==> config.mk <==
export PLATFORM = sky130hd
export DESIGN_NAME = control_sequencer
export DESIGN_NICKNAME = d
export VERILOG_FILES = /design/src/rtl/ctrl_pkg.sv /design/src/rtl/ctrl_decode.sv /design/src/rtl/control_sequencer.sv
export SDC_FILE = /design/constraint.sdc
export NUM_CORES = 1
export LEC_CHECK = 0
export ABC_AREA = 1
export BUFFER_PORTS_ARGS = -buffer_cell sky130_fd_sc_hd__buf_2
export CORE_MARGIN = 2
export CORE_UTILIZATION = 40
export DETAILED_ROUTE_END_ITERATION = 7
export SLEW_MARGIN = 25
export SYNTH_ARGS = -nofsm -noshare
export SYNTH_HDL_FRONTEND = slang
export SYNTH_HIERARCHICAL = 1
export SYNTH_SLANG_ARGS = --single-unit
==> constraint.sdc <==
create_clock -name Clk -period 5.54 [get_ports Clk]
set_clock_uncertainty 0.05 [all_clocks]
set_input_delay 0.554 -clock Clk [delete_from_list [all_inputs] [get_ports Clk]]
set_output_delay 0.554 -clock Clk [all_outputs]
set_load 0.005 [all_outputs]
==> src/rtl/ctrl_pkg.sv <==
// Shared definitions for the multi-cycle control sequencer: FSM states,
// RV32I opcode constants, ALU operation codes, immediate formats and the
// decoded-instruction bundle passed from ctrl_decode to the sequencer.
package ctrl_pkg;

  // Sequencer states
  typedef enum logic [2:0] {
    FETCH  = 3'd0,
    DECODE = 3'd1,
    EXEC   = 3'd2,
    MEM    = 3'd3,
    WB     = 3'd4,
    HALT   = 3'd5
  } state_t;

  // Instruction classes recognised by the decoder
  typedef enum logic [2:0] {
    CLS_NONE = 3'd0,
    CLS_R    = 3'd1,
    CLS_I    = 3'd2,
    CLS_LW   = 3'd3,
    CLS_SW   = 3'd4,
    CLS_BR   = 3'd5
  } iclass_t;

  // Major opcodes (IR[6:0])
  localparam logic [6:0] OP_R  = 7'b0110011;
  localparam logic [6:0] OP_I  = 7'b0010011;
  localparam logic [6:0] OP_LW = 7'b0000011;
  localparam logic [6:0] OP_SW = 7'b0100011;
  localparam logic [6:0] OP_BR = 7'b1100011;

  // ALU operation codes
  localparam logic [3:0] ALU_ADD = 4'b0000;
  localparam logic [3:0] ALU_SUB = 4'b0001;
  localparam logic [3:0] ALU_AND = 4'b0010;
  localparam logic [3:0] ALU_OR  = 4'b0011;
  localparam logic [3:0] ALU_XOR = 4'b0100;
  localparam logic [3:0] ALU_SLL = 4'b0101;
  localparam logic [3:0] ALU_SRL = 4'b0110;
  localparam logic [3:0] ALU_SRA = 4'b0111;
  localparam logic [3:0] ALU_SLT = 4'b1000;

  // Immediate format selects
  localparam logic [1:0] IMM_I = 2'b00;
  localparam logic [1:0] IMM_S = 2'b01;
  localparam logic [1:0] IMM_B = 2'b10;

  // Decoded instruction bundle
  typedef struct packed {
    iclass_t    cls;
    logic [3:0] alu_op;
    logic       cin;
    logic       alu_src;
    logic [1:0] immsel;
    logic       mux_wb;
    logic       legal;
  } dec_t;

  // Map funct3 (plus the funct7[5] alternate bit) onto an ALU code.
  // Callers are responsible for rejecting funct3 values that have no
  // supported meaning (SLTU/SLTIU) before trusting the result.
  function automatic logic [3:0] alu_from_funct3(input logic [2:0] f3,
                                                 input logic       alt);
    logic [3:0] op;
    case (f3)
      3'b000:  op = alt ? ALU_SUB : ALU_ADD;
      3'b001:  op = ALU_SLL;
      3'b010:  op = ALU_SLT;
      3'b100:  op = ALU_XOR;
      3'b101:  op = alt ? ALU_SRA : ALU_SRL;
      3'b110:  op = ALU_OR;
      3'b111:  op = ALU_AND;
      default: op = ALU_ADD;
    endcase
    return op;
  endfunction

endpackage

==> src/rtl/ctrl_decode.sv <==
// Purely combinational RV32I-subset decoder: instruction word in, control
// bundle out. Anything outside the supported subset comes back with
// legal=0 and all control fields cleared.
module ctrl_decode
  import ctrl_pkg::*;
(
  input  logic [31:0] i_ir,
  output dec_t        o_dec
);

  logic [6:0] w_opcode;
  logic [2:0] w_funct3;
  logic       w_f7b5;
  logic       w_unused_bits;

  assign w_opcode      = i_ir[6:0];
  assign w_funct3      = i_ir[14:12];
  assign w_f7b5        = i_ir[30];
  assign w_unused_bits = ^{i_ir[31], i_ir[29:15], i_ir[11:7]};

  // Classify the opcode and derive ALU / operand / immediate controls
  always_comb begin
    o_dec         = '0;
    o_dec.cls     = CLS_NONE;
    o_dec.alu_op  = ALU_ADD;
    o_dec.immsel  = IMM_I;
    case (w_opcode)
      OP_R: begin
        // SLTU is not supported; the alternate form only exists for SUB/SRA
        if ((w_funct3 != 3'b011) &&
            (!w_f7b5 || (w_funct3 == 3'b000) || (w_funct3 == 3'b101))) begin
          o_dec.legal   = 1'b1;
          o_dec.cls     = CLS_R;
          o_dec.alu_op  = alu_from_funct3(w_funct3, w_f7b5);
          o_dec.cin     = (w_funct3 == 3'b010) || (w_f7b5 && (w_funct3 == 3'b000));
          o_dec.alu_src = 1'b0;
          o_dec.mux_wb  = 1'b1;
        end
      end
      OP_I: begin
        // No SUBI exists, so funct7[5] only matters for the SRAI shift
        if (w_funct3 != 3'b011) begin
          o_dec.legal   = 1'b1;
          o_dec.cls     = CLS_I;
          o_dec.alu_op  = alu_from_funct3(w_funct3, w_f7b5 && (w_funct3 == 3'b101));
          o_dec.cin     = (w_funct3 == 3'b010);
          o_dec.alu_src = 1'b1;
          o_dec.immsel  = IMM_I;
          o_dec.mux_wb  = 1'b1;
        end
      end
      OP_LW: begin
        if (w_funct3 == 3'b010) begin
          o_dec.legal   = 1'b1;
          o_dec.cls     = CLS_LW;
          o_dec.alu_op  = ALU_ADD;
          o_dec.alu_src = 1'b1;
          o_dec.immsel  = IMM_I;
          o_dec.mux_wb  = 1'b0;
        end
      end
      OP_SW: begin
        if (w_funct3 == 3'b010) begin
          o_dec.legal   = 1'b1;
          o_dec.cls     = CLS_SW;
          o_dec.alu_op  = ALU_ADD;
          o_dec.alu_src = 1'b1;
          o_dec.immsel  = IMM_S;
        end
      end
      OP_BR: begin
        // Only BEQ/BNE; both compare via a subtract so Z is meaningful
        if ((w_funct3 == 3'b000) || (w_funct3 == 3'b001)) begin
          o_dec.legal   = 1'b1;
          o_dec.cls     = CLS_BR;
          o_dec.alu_op  = ALU_SUB;
          o_dec.cin     = 1'b1;
          o_dec.alu_src = 1'b0;
          o_dec.immsel  = IMM_B;
        end
      end
      default: ;
    endcase
  end

endmodule

==> src/rtl/control_sequencer.sv <==
// Multi-cycle FETCH/DECODE/EXEC/MEM/WB control unit driving the datapath
// control inputs. Holds the instruction register, the retired counter and
// the sticky illegal-instruction flag.
module control_sequencer
  import ctrl_pkg::*;
#(
  parameter int CNT_W = 16
) (
  input  logic             Clk,
  input  logic             Reset,
  input  logic             Run,
  input  logic [31:0]      Instr,
  input  logic [3:0]       Status,
  output logic             PCEn,
  output logic             PCSrc,
  output logic             ALUSrc,
  output logic [3:0]       ALUOp,
  output logic             Cin,
  output logic [1:0]       immsel,
  output logic             RamEn,
  output logic             RamWR,
  output logic             MuxWB,
  output logic             RegWrite,
  output logic             Illegal,
  output logic [CNT_W-1:0] Retired
);

  state_t           r_state;
  logic [31:0]      r_ir;
  logic             r_illegal;
  logic [CNT_W-1:0] r_retired;
  logic             r_pcen;
  logic             r_alusrc;
  logic [3:0]       r_aluop;
  logic             r_cin;
  logic [1:0]       r_immsel;
  logic             r_ramen;
  logic             r_ramwr;
  logic             r_muxwb;
  logic             r_regwrite;
  logic             r_br_exec;

  logic [31:0]      w_dec_in;
  dec_t             w_dec;
  logic             w_taken;
  logic             w_unused_status;

  // While in FETCH the decoder looks at the incoming word so that the held
  // ALU controls are already valid during DECODE; afterwards it uses IR.
  assign w_dec_in = (r_state == FETCH) ? Instr : r_ir;

  ctrl_decode u_decode (
    .i_ir  (w_dec_in),
    .o_dec (w_dec)
  );

  // BEQ takes on Z, BNE (funct3[0]=1) on ~Z
  assign w_taken         = r_ir[12] ? ~Status[2] : Status[2];
  assign w_unused_status = ^{Status[3], Status[1:0]};

  assign PCEn     = r_pcen;
  assign PCSrc    = r_br_exec & w_taken;
  assign ALUSrc   = r_alusrc;
  assign ALUOp    = r_aluop;
  assign Cin      = r_cin;
  assign immsel   = r_immsel;
  assign RamEn    = r_ramen;
  assign RamWR    = r_ramwr;
  assign MuxWB    = r_muxwb;
  assign RegWrite = r_regwrite;
  assign Illegal  = r_illegal;
  assign Retired  = r_retired;

  // Retired count advances once per PC update and wraps silently
  always_ff @(posedge Clk or negedge Reset) begin
    if (!Reset) begin
      r_retired <= '0;
    end else if (r_pcen) begin
      r_retired <= r_retired + CNT_W'(1);
    end
  end

  // Sequencer FSM; every control output is registered for the state being entered
  always_ff @(posedge Clk or negedge Reset) begin
    if (!Reset) begin
      r_state    <= FETCH;
      r_ir       <= '0;
      r_illegal  <= 1'b0;
      r_pcen     <= 1'b0;
      r_alusrc   <= 1'b0;
      r_aluop    <= '0;
      r_cin      <= 1'b0;
      r_immsel   <= '0;
      r_ramen    <= 1'b0;
      r_ramwr    <= 1'b0;
      r_muxwb    <= 1'b0;
      r_regwrite <= 1'b0;
      r_br_exec  <= 1'b0;
    end else begin
      // Single-state strobes default low; ALU controls hold unless changed
      r_pcen     <= 1'b0;
      r_ramen    <= 1'b0;
      r_ramwr    <= 1'b0;
      r_muxwb    <= 1'b0;
      r_regwrite <= 1'b0;
      r_br_exec  <= 1'b0;
      case (r_state)
        FETCH: begin
          if (Run) begin
            r_ir    <= Instr;
            r_state <= DECODE;
            // Illegal words leave the held controls at zero on the way to HALT
            if (w_dec.legal) begin
              r_alusrc <= w_dec.alu_src;
              r_aluop  <= w_dec.alu_op;
              r_cin    <= w_dec.cin;
              r_immsel <= w_dec.immsel;
            end
          end
        end
        DECODE: begin
          if (!w_dec.legal) begin
            r_state   <= HALT;
            r_illegal <= 1'b1;
          end else begin
            r_state <= EXEC;
            if (w_dec.cls == CLS_BR) begin
              r_pcen    <= 1'b1;
              r_br_exec <= 1'b1;
            end
          end
        end
        EXEC: begin
          case (w_dec.cls)
            CLS_BR: begin
              r_state  <= FETCH;
              r_alusrc <= 1'b0;
              r_aluop  <= '0;
              r_cin    <= 1'b0;
              r_immsel <= '0;
            end
            CLS_LW, CLS_SW: begin
              r_state <= MEM;
              r_ramen <= 1'b1;
              r_ramwr <= (w_dec.cls == CLS_SW);
              r_pcen  <= (w_dec.cls == CLS_SW);
            end
            default: begin
              r_state    <= WB;
              r_regwrite <= 1'b1;
              r_muxwb    <= w_dec.mux_wb;
              r_pcen     <= 1'b1;
            end
          endcase
        end
        MEM: begin
          if (w_dec.cls == CLS_SW) begin
            r_state  <= FETCH;
            r_alusrc <= 1'b0;
            r_aluop  <= '0;
            r_cin    <= 1'b0;
            r_immsel <= '0;
          end else begin
            // Falling-edge RAM has the load data ready by WB
            r_state    <= WB;
            r_regwrite <= 1'b1;
            r_muxwb    <= 1'b0;
            r_pcen     <= 1'b1;
          end
        end
        WB: begin
          r_state  <= FETCH;
          r_alusrc <= 1'b0;
          r_aluop  <= '0;
          r_cin    <= 1'b0;
          r_immsel <= '0;
        end
        HALT: begin
          // Only reset leaves HALT
          r_state  <= HALT;
          r_alusrc <= 1'b0;
          r_aluop  <= '0;
          r_cin    <= 1'b0;
          r_immsel <= '0;
        end
        default: begin
          r_state  <= FETCH;
          r_alusrc <= 1'b0;
          r_aluop  <= '0;
          r_cin    <= 1'b0;
          r_immsel <= '0;
        end
      endcase
    end
  end

endmodule

==> results of run 1 <==
layer usage:
layer | vias up | wire length (um) | track usage (%)
met1 | 974 | 2220 | 17.9
met2 | 42 | 2460 | 27.1
met4 | 0 | 77 | 5.19
li1 | 1108 | - | -
met5 | - | 0 | 0
met3 | 7 | 230 | 3.50
final timing paths:
kind                            slack (ns)         end  cells past startpoint
worst min register to register        0.44     Illegal                      1
worst max register to register        1.99    ALUOp[0]                     14
worst max-delay path                  1.99    ALUOp[0]                     14
min in group Clk                      0.44     Illegal                      1
worst min-delay path                  0.18  Retired[7]                      1
max in group asynchronous             4.87  Retired[1]                      1
where the power goes:
| group | switching (mW) | internal (mW) |
|---|---|---|
| Clock | 0.128 | 0.0921 |
| Combinational | 0.282 | 0.123 |
| Sequential | 0.0358 | 0.375 |
worst reg2reg max path, stage by stage, from the launching register on:
cell and delay (ns):
dfrtp_1 0.45, nor2_2 0.19, nand2_2 0.29, o21ai_0 0.80, nor2_1 0.18, nand2_1 0.12, nand3_2 0.08, nand3_2 0.13
nand3_1 0.10, inv_1 0.08, nand3_1 0.14, nand3_1 0.21, nand3_2 0.37, nand2_1 0.20, o21ai_2 0.06
sequential cells by signal (all words and copies together) (netlist names):
name / count
Retired: 16
RamEn: 1
Illegal: 1
r_br_exec: 1
r_state: 3
immsel: 2
PCEn: 1
RegWrite: 1
ALUSrc: 1
Cin: 1
ALUOp: 4
r_ir: 11
MuxWB: 1
RamWR: 1
stage by stage:
step	total power, mW	setup WS [ns]	hold WS [ns]	std cells
detailed placement	0.826	2.00	0.417	440
CTS	1.05	1.97	0.209	448
finish	1.04	1.99	0.178	448
global route	1.12	1.62	0.228	448
global placement	0.813	2.01	0.413	440
floorplan	0.783	2.85	0.208	332
layout make-up:
type | instances | area, sq um
clock inverter | 3 | 25.0
inverter | 49 | 186
fill | 674 | 3450
clock buffer | 5 | 68.8
sequential | 45 | 1130
timing repair buffer | 45 | 228
tap | 77 | 96.3
multi-input combinational | 224 | 1210
==> impl_metrics.env, run 1 <==
export IMPL_status="finished clean"
export IMPL_cp_required_ns=5.69
export IMPL_fmax_ghz=0.281
export IMPL_drc=0
export IMPL_path_buf_inv=1
export IMPL_layout_min_cycle_time_ns=3.55
export IMPL_powerDensity_mw_per_mm2=353
export IMPL_cp_max_fo=25
export IMPL_grt_pass1_wl_um=8880
export IMPL_synth_area_sq_mm=0.00265
export IMPL_cts_clk_slew_worst_paths_ns=0.10
export IMPL_worstPathArrival_ns=3.70
export IMPL_antenna_found_initial=0
export IMPL_path_class="reg -> reg"
export IMPL_fin_util_pct=46.0
export IMPL_grt_start_max_net_pins=46
export IMPL_finalHoldViolations=0
export IMPL_hold_buffers=0
export IMPL_vias=2131
export IMPL_cp_slowest_cell="o21ai_0"
export IMPL_grt_usage_pct=15.2
export IMPL_tns_ns=0
export IMPL_cts_resized=0
export IMPL_setup_viol=0
export IMPL_cts_root_buf="clkbuf_8"
export IMPL_layout_common_cells="88 x nand2_1, 45 x dfrtp_1, 45 x inv_1"
export IMPL_worst_setup_path_start_kind="flop"
export IMPL_dpl_cell_area_sq_mm=0.00285
export IMPL_drv_slew=0
export IMPL_n_antenna_cell=0
export IMPL_nets=410
export IMPL_ios=70
export IMPL_worst_slew_pin_slew_ns=0.876
export IMPL_die_area_sq_mm=0.00728
export IMPL_crit_family="simple AND/OR/NAND/NOR gates"
export IMPL_rsz0062_at_grt="false"
export IMPL_grt_ovfl_total=0
export IMPL_slew_headroom_pct=41.0
export IMPL_peakVddDrop_mv=0.187
export IMPL_core_sq_mm=0.00639
export IMPL_worstPathCellList="nor2_2, nand2_2, o21ai_0, nor2_1, nand2_1, nand3_2, nand3_2, nand3_1, inv_1, nand3_1, nand3_1, nand3_2, nand2_1, o21ai_2"
export IMPL_drt_total_wl_um=4990
export IMPL_yosysWarnings=6
export IMPL_start_util_pct=41.4
export IMPL_io_buffers=45
export IMPL_drive_gt1_share_pct=27.2
export IMPL_p_leak_nw=1.62
export IMPL_via_per_inst=4.76
export IMPL_synthCells=332
export IMPL_postCtsSetupBuffers=0
export IMPL_num_rows=29
export IMPL_ant_nets=0
export IMPL_place_gp_congestion=0.839
export IMPL_cts_tree="built"
export IMPL_fin_crit_sh_pct=64.2
export IMPL_syn_avg_cell_area_sq_um=7.97
export IMPL_clock_sinks=45
export IMPL_max_cap_violations=0
export IMPL_synth_net_count=372
export IMPL_cpPeakStageDelay_ns=0.80
export IMPL_dr_pass1_iters=4
export IMPL_r2r_start="r_state[2]"
export IMPL_cts_max_level=2
export IMPL_die_width_um=85.3
export IMPL_wl_per_cell_um=11.1
export IMPL_cts_max_path_buffers=2
export IMPL_grt_pass1_vias=2075
export IMPL_crit_start="r_state[2]"
export IMPL_drt_iter0_drc=79
export IMPL_cp_end_kind="flop"
export IMPL_dp_hpwl_um=3780
export IMPL_post_route_cell_area_sq_mm=0.00294
export IMPL_clk_latency_ns=0.31
export IMPL_die_h_um=85.3
export IMPL_cts_buffers=5
export IMPL_min_path_type="in -> async"
export IMPL_syn_to_final_growth_pct=11.1
export IMPL_layout_commonest_cell="nand2_1"
No activity file was read; power rests on OpenSTA's default activity.
==> run 2, diff against run 1 <==
Clock period 5.54 ns to 3.3 ns, I/O delays scaled along.
==> run 2 against run 1 <==
Effect of this change:
- largest cell class unchanged
- register-to-register slack lost 1.7 ns
- fmax rose by 19%
- highest routed layer unchanged
- critical endpoint is now Cin
- sequential share of layout area shrank 0.70 points
- critical path depth grew 2
- count of clock-buffer cells in the layout unchanged
- critical path type unchanged
- non-clock buffer count grew 7
- first-iteration DRC count shrank 13%
- design area grew 1.9%
- global-route usage down 0.33 points
- die area did not move
==> impl_metrics.env, run 2 (synthesis results as in run 1) <==
export IMPL_cp_max_fo=25
export IMPL_drv_slew=0
export IMPL_cp_end_kind="flop"
export IMPL_clk_latency_ns=0.31
export IMPL_powerDensity_mw_per_mm2=599
export IMPL_drc=0
export IMPL_status="finished clean"
export IMPL_grt_start_max_net_pins=46
export IMPL_worstHoldEndpoint="r_ir[3]"
export IMPL_peakVddDrop_mv=0.266
export IMPL_sw_frac_of_total_pct=41.8
export IMPL_cts_root_buf="clkbuf_8"
export IMPL_n_antenna_cell=0
export IMPL_timing_rr_end="Cin"
export IMPL_fmax_ghz=0.335
export IMPL_wl_met1_um=2190
export IMPL_dp_cells=446
export IMPL_clock_sinks=45
export IMPL_antenna_found_initial=0
export IMPL_critPathMostFrequentCell="nand3_1"
export IMPL_via_per_inst=4.73
export IMPL_drt_total_wl_um=4970
export IMPL_total_power_mw=1.79
export IMPL_dpl_cell_area_sq_mm=0.00289
export IMPL_p_seq_share_pct=38.4
export IMPL_p_sw_uw=748
export IMPL_start_util_pct=41.4
export IMPL_cp_slowest_cell="dfrtp_1"
export IMPL_layout_common_cells="88 x nand2_1, 45 x dfrtp_1, 45 x inv_1"
export IMPL_cts_tree="built"
export IMPL_max_cap_violations=0
export IMPL_wl_met2_um=2450
export IMPL_wl_per_cell_um=10.9
export IMPL_place_gp_congestion=0.838
export IMPL_num_rows=29
export IMPL_combPwrFrac_pct=41.2
export IMPL_finalHoldViolations=0
export IMPL_die_width_um=85.3
export IMPL_post_route_cell_area_sq_mm=0.00299
export IMPL_wl_met3_um=234
export IMPL_cts_clk_slew_worst_paths_ns=0.10
export IMPL_layout_commonest_cell="nand2_1"
export IMPL_min_path_cells=3
export IMPL_grt_pass1_vias=2044
export IMPL_syn_to_final_growth_pct=13.2
export IMPL_grt_pass1_wl_um=8790
export IMPL_slew_headroom_pct=61.7
export IMPL_cts_buffers=5
export IMPL_drive_gt1_share_pct=28.3
export IMPL_io_buffers=45
export IMPL_die_h_um=85.3
export IMPL_drt_iter0_drc=69
export IMPL_layout_min_cycle_time_ns=2.98
export IMPL_worst_slew_pin_slew_ns=0.575
export IMPL_worst_setup_path_start_kind="flop"
export IMPL_nets=417
export IMPL_cpPeakStageDelay_ns=0.45
export IMPL_ios=70
export IMPL_grt_usage_pct=14.9
export IMPL_rsz0062_at_grt="false"
export IMPL_cp_required_ns=3.49
export IMPL_cts_max_level=2
export IMPL_intPower_mw=1.04
export IMPL_ff2ff_path_depth=16
export IMPL_fin_cells=455
export IMPL_grt_ovfl_total=0
export IMPL_p_leak_nw=1.65
export IMPL_fin_util_pct=46.9
export IMPL_fin_crit_sh_pct=90.4
export IMPL_setup_viol=0
export IMPL_dr_pass1_iters=4
export IMPL_hold_start="Instr[3]"
export IMPL_fill_cells=631
export IMPL_dp_hpwl_um=3750
export IMPL_largest_reg_flops=16
export IMPL_worstPathCellList="nor2_2, nand2_2, o21ai_0, nand2_2, inv_1, nand2_1, nor2_1, nand3_2, nand3_1, inv_1, nand3_1, nand3_1, nand3_2, buf_4, nand2_1, o21ai_2"
export IMPL_die_area_sq_mm=0.00728
export IMPL_core_sq_mm=0.00639
export IMPL_cts_max_path_buffers=2
export IMPL_regToRegSetupSlack_ns=0.32
export IMPL_r2r_start="r_state[2]"
export IMPL_vias=2150
export IMPL_ant_nets=0
export IMPL_worstPathArrival_ns=3.18
export IMPL_path_class="reg -> reg"
export IMPL_tns_ns=0
export IMPL_min_path_type="in -> reg"
export IMPL_dr_max_layer_used="met4"
export IMPL_clkPwrFrac_pct=20.3
==> run 2: worst max-delay path by stage <==
stage,start,end,slack (ns)
after floorplan,r_state[2],ALUSrc,0.61
after global placement,r_state[2],ALUOp[1],0.35
after detailed placement,r_state[2],immsel[1],0.31
after CTS,r_state[2],immsel[1],0.27
after global routing,r_state[2],Cin,0.002
final,r_state[2],Cin,0.32
==> run 2: area by class of cell <==
type | count | area, sq um | share of cell area, %
Sequential cell | 45 | 1130 | 37.6
Clock inverter | 3 | 25.0 | 0.836
Inverter | 49 | 186 | 6.23
Timing Repair Buffer | 52 | 283 | 9.44
Clock buffer | 5 | 68.8 | 2.30
Multi-Input combinational cell | 224 | 1210 | 40.4
Tap cell | 77 | 96.3 | 3.22
==> run 2: repair_timing <==
item                       4_1_cts  5_1_grt
hold buffers                     1        0
setup buffers                    0        0
setup endpoints to repair        0        8
hold endpoints to repair        39        0
gates resized for setup          0        1
==> run 2: layer usage <==
layer / vias to the layer above / track usage (%)
met5: - / 0
met4: 0 / 6.35
met3: 8 / 3.31
met2: 45 / 26.0
met1: 976 / 17.4
li1: 1121 / -
==> run 2: power by group through the flow <==
stage / clock network [mW] / logic, mW / registers, mW
floorplan: 0 / 0.626 / 0.688
global placement: 0 / 0.730 / 0.696
detailed placement: 0 / 0.744 / 0.700
CTS: 0.383 / 0.748 / 0.689
global route: 0.400 / 0.848 / 0.702
finish: 0.364 / 0.739 / 0.689
==> run 2: stage by stage <==
stage | hold slack (ns) | worst slack (ns)
2_1_floorplan | -0.0156 | 0.610
3_3_place_gp | 0.413 | 0.351
3_5_place_dp | 0.335 | 0.305
4_1_cts | 0.221 | 0.270
5_1_grt | 0.232 | 0.00182
6_report | 0.227 | 0.317
==> run 2: critical path, delay by kind of cell (launching register included) <==
| family | cells | cell delay (ns) |
|---|---|---|
| DFF | 1 | 0.45 |
| buffers and inverters | 3 | 0.36 |
| AOI/OAI and AO/OA | 2 | 0.40 |
| and+or+nand+nor | 11 | 1.63 |
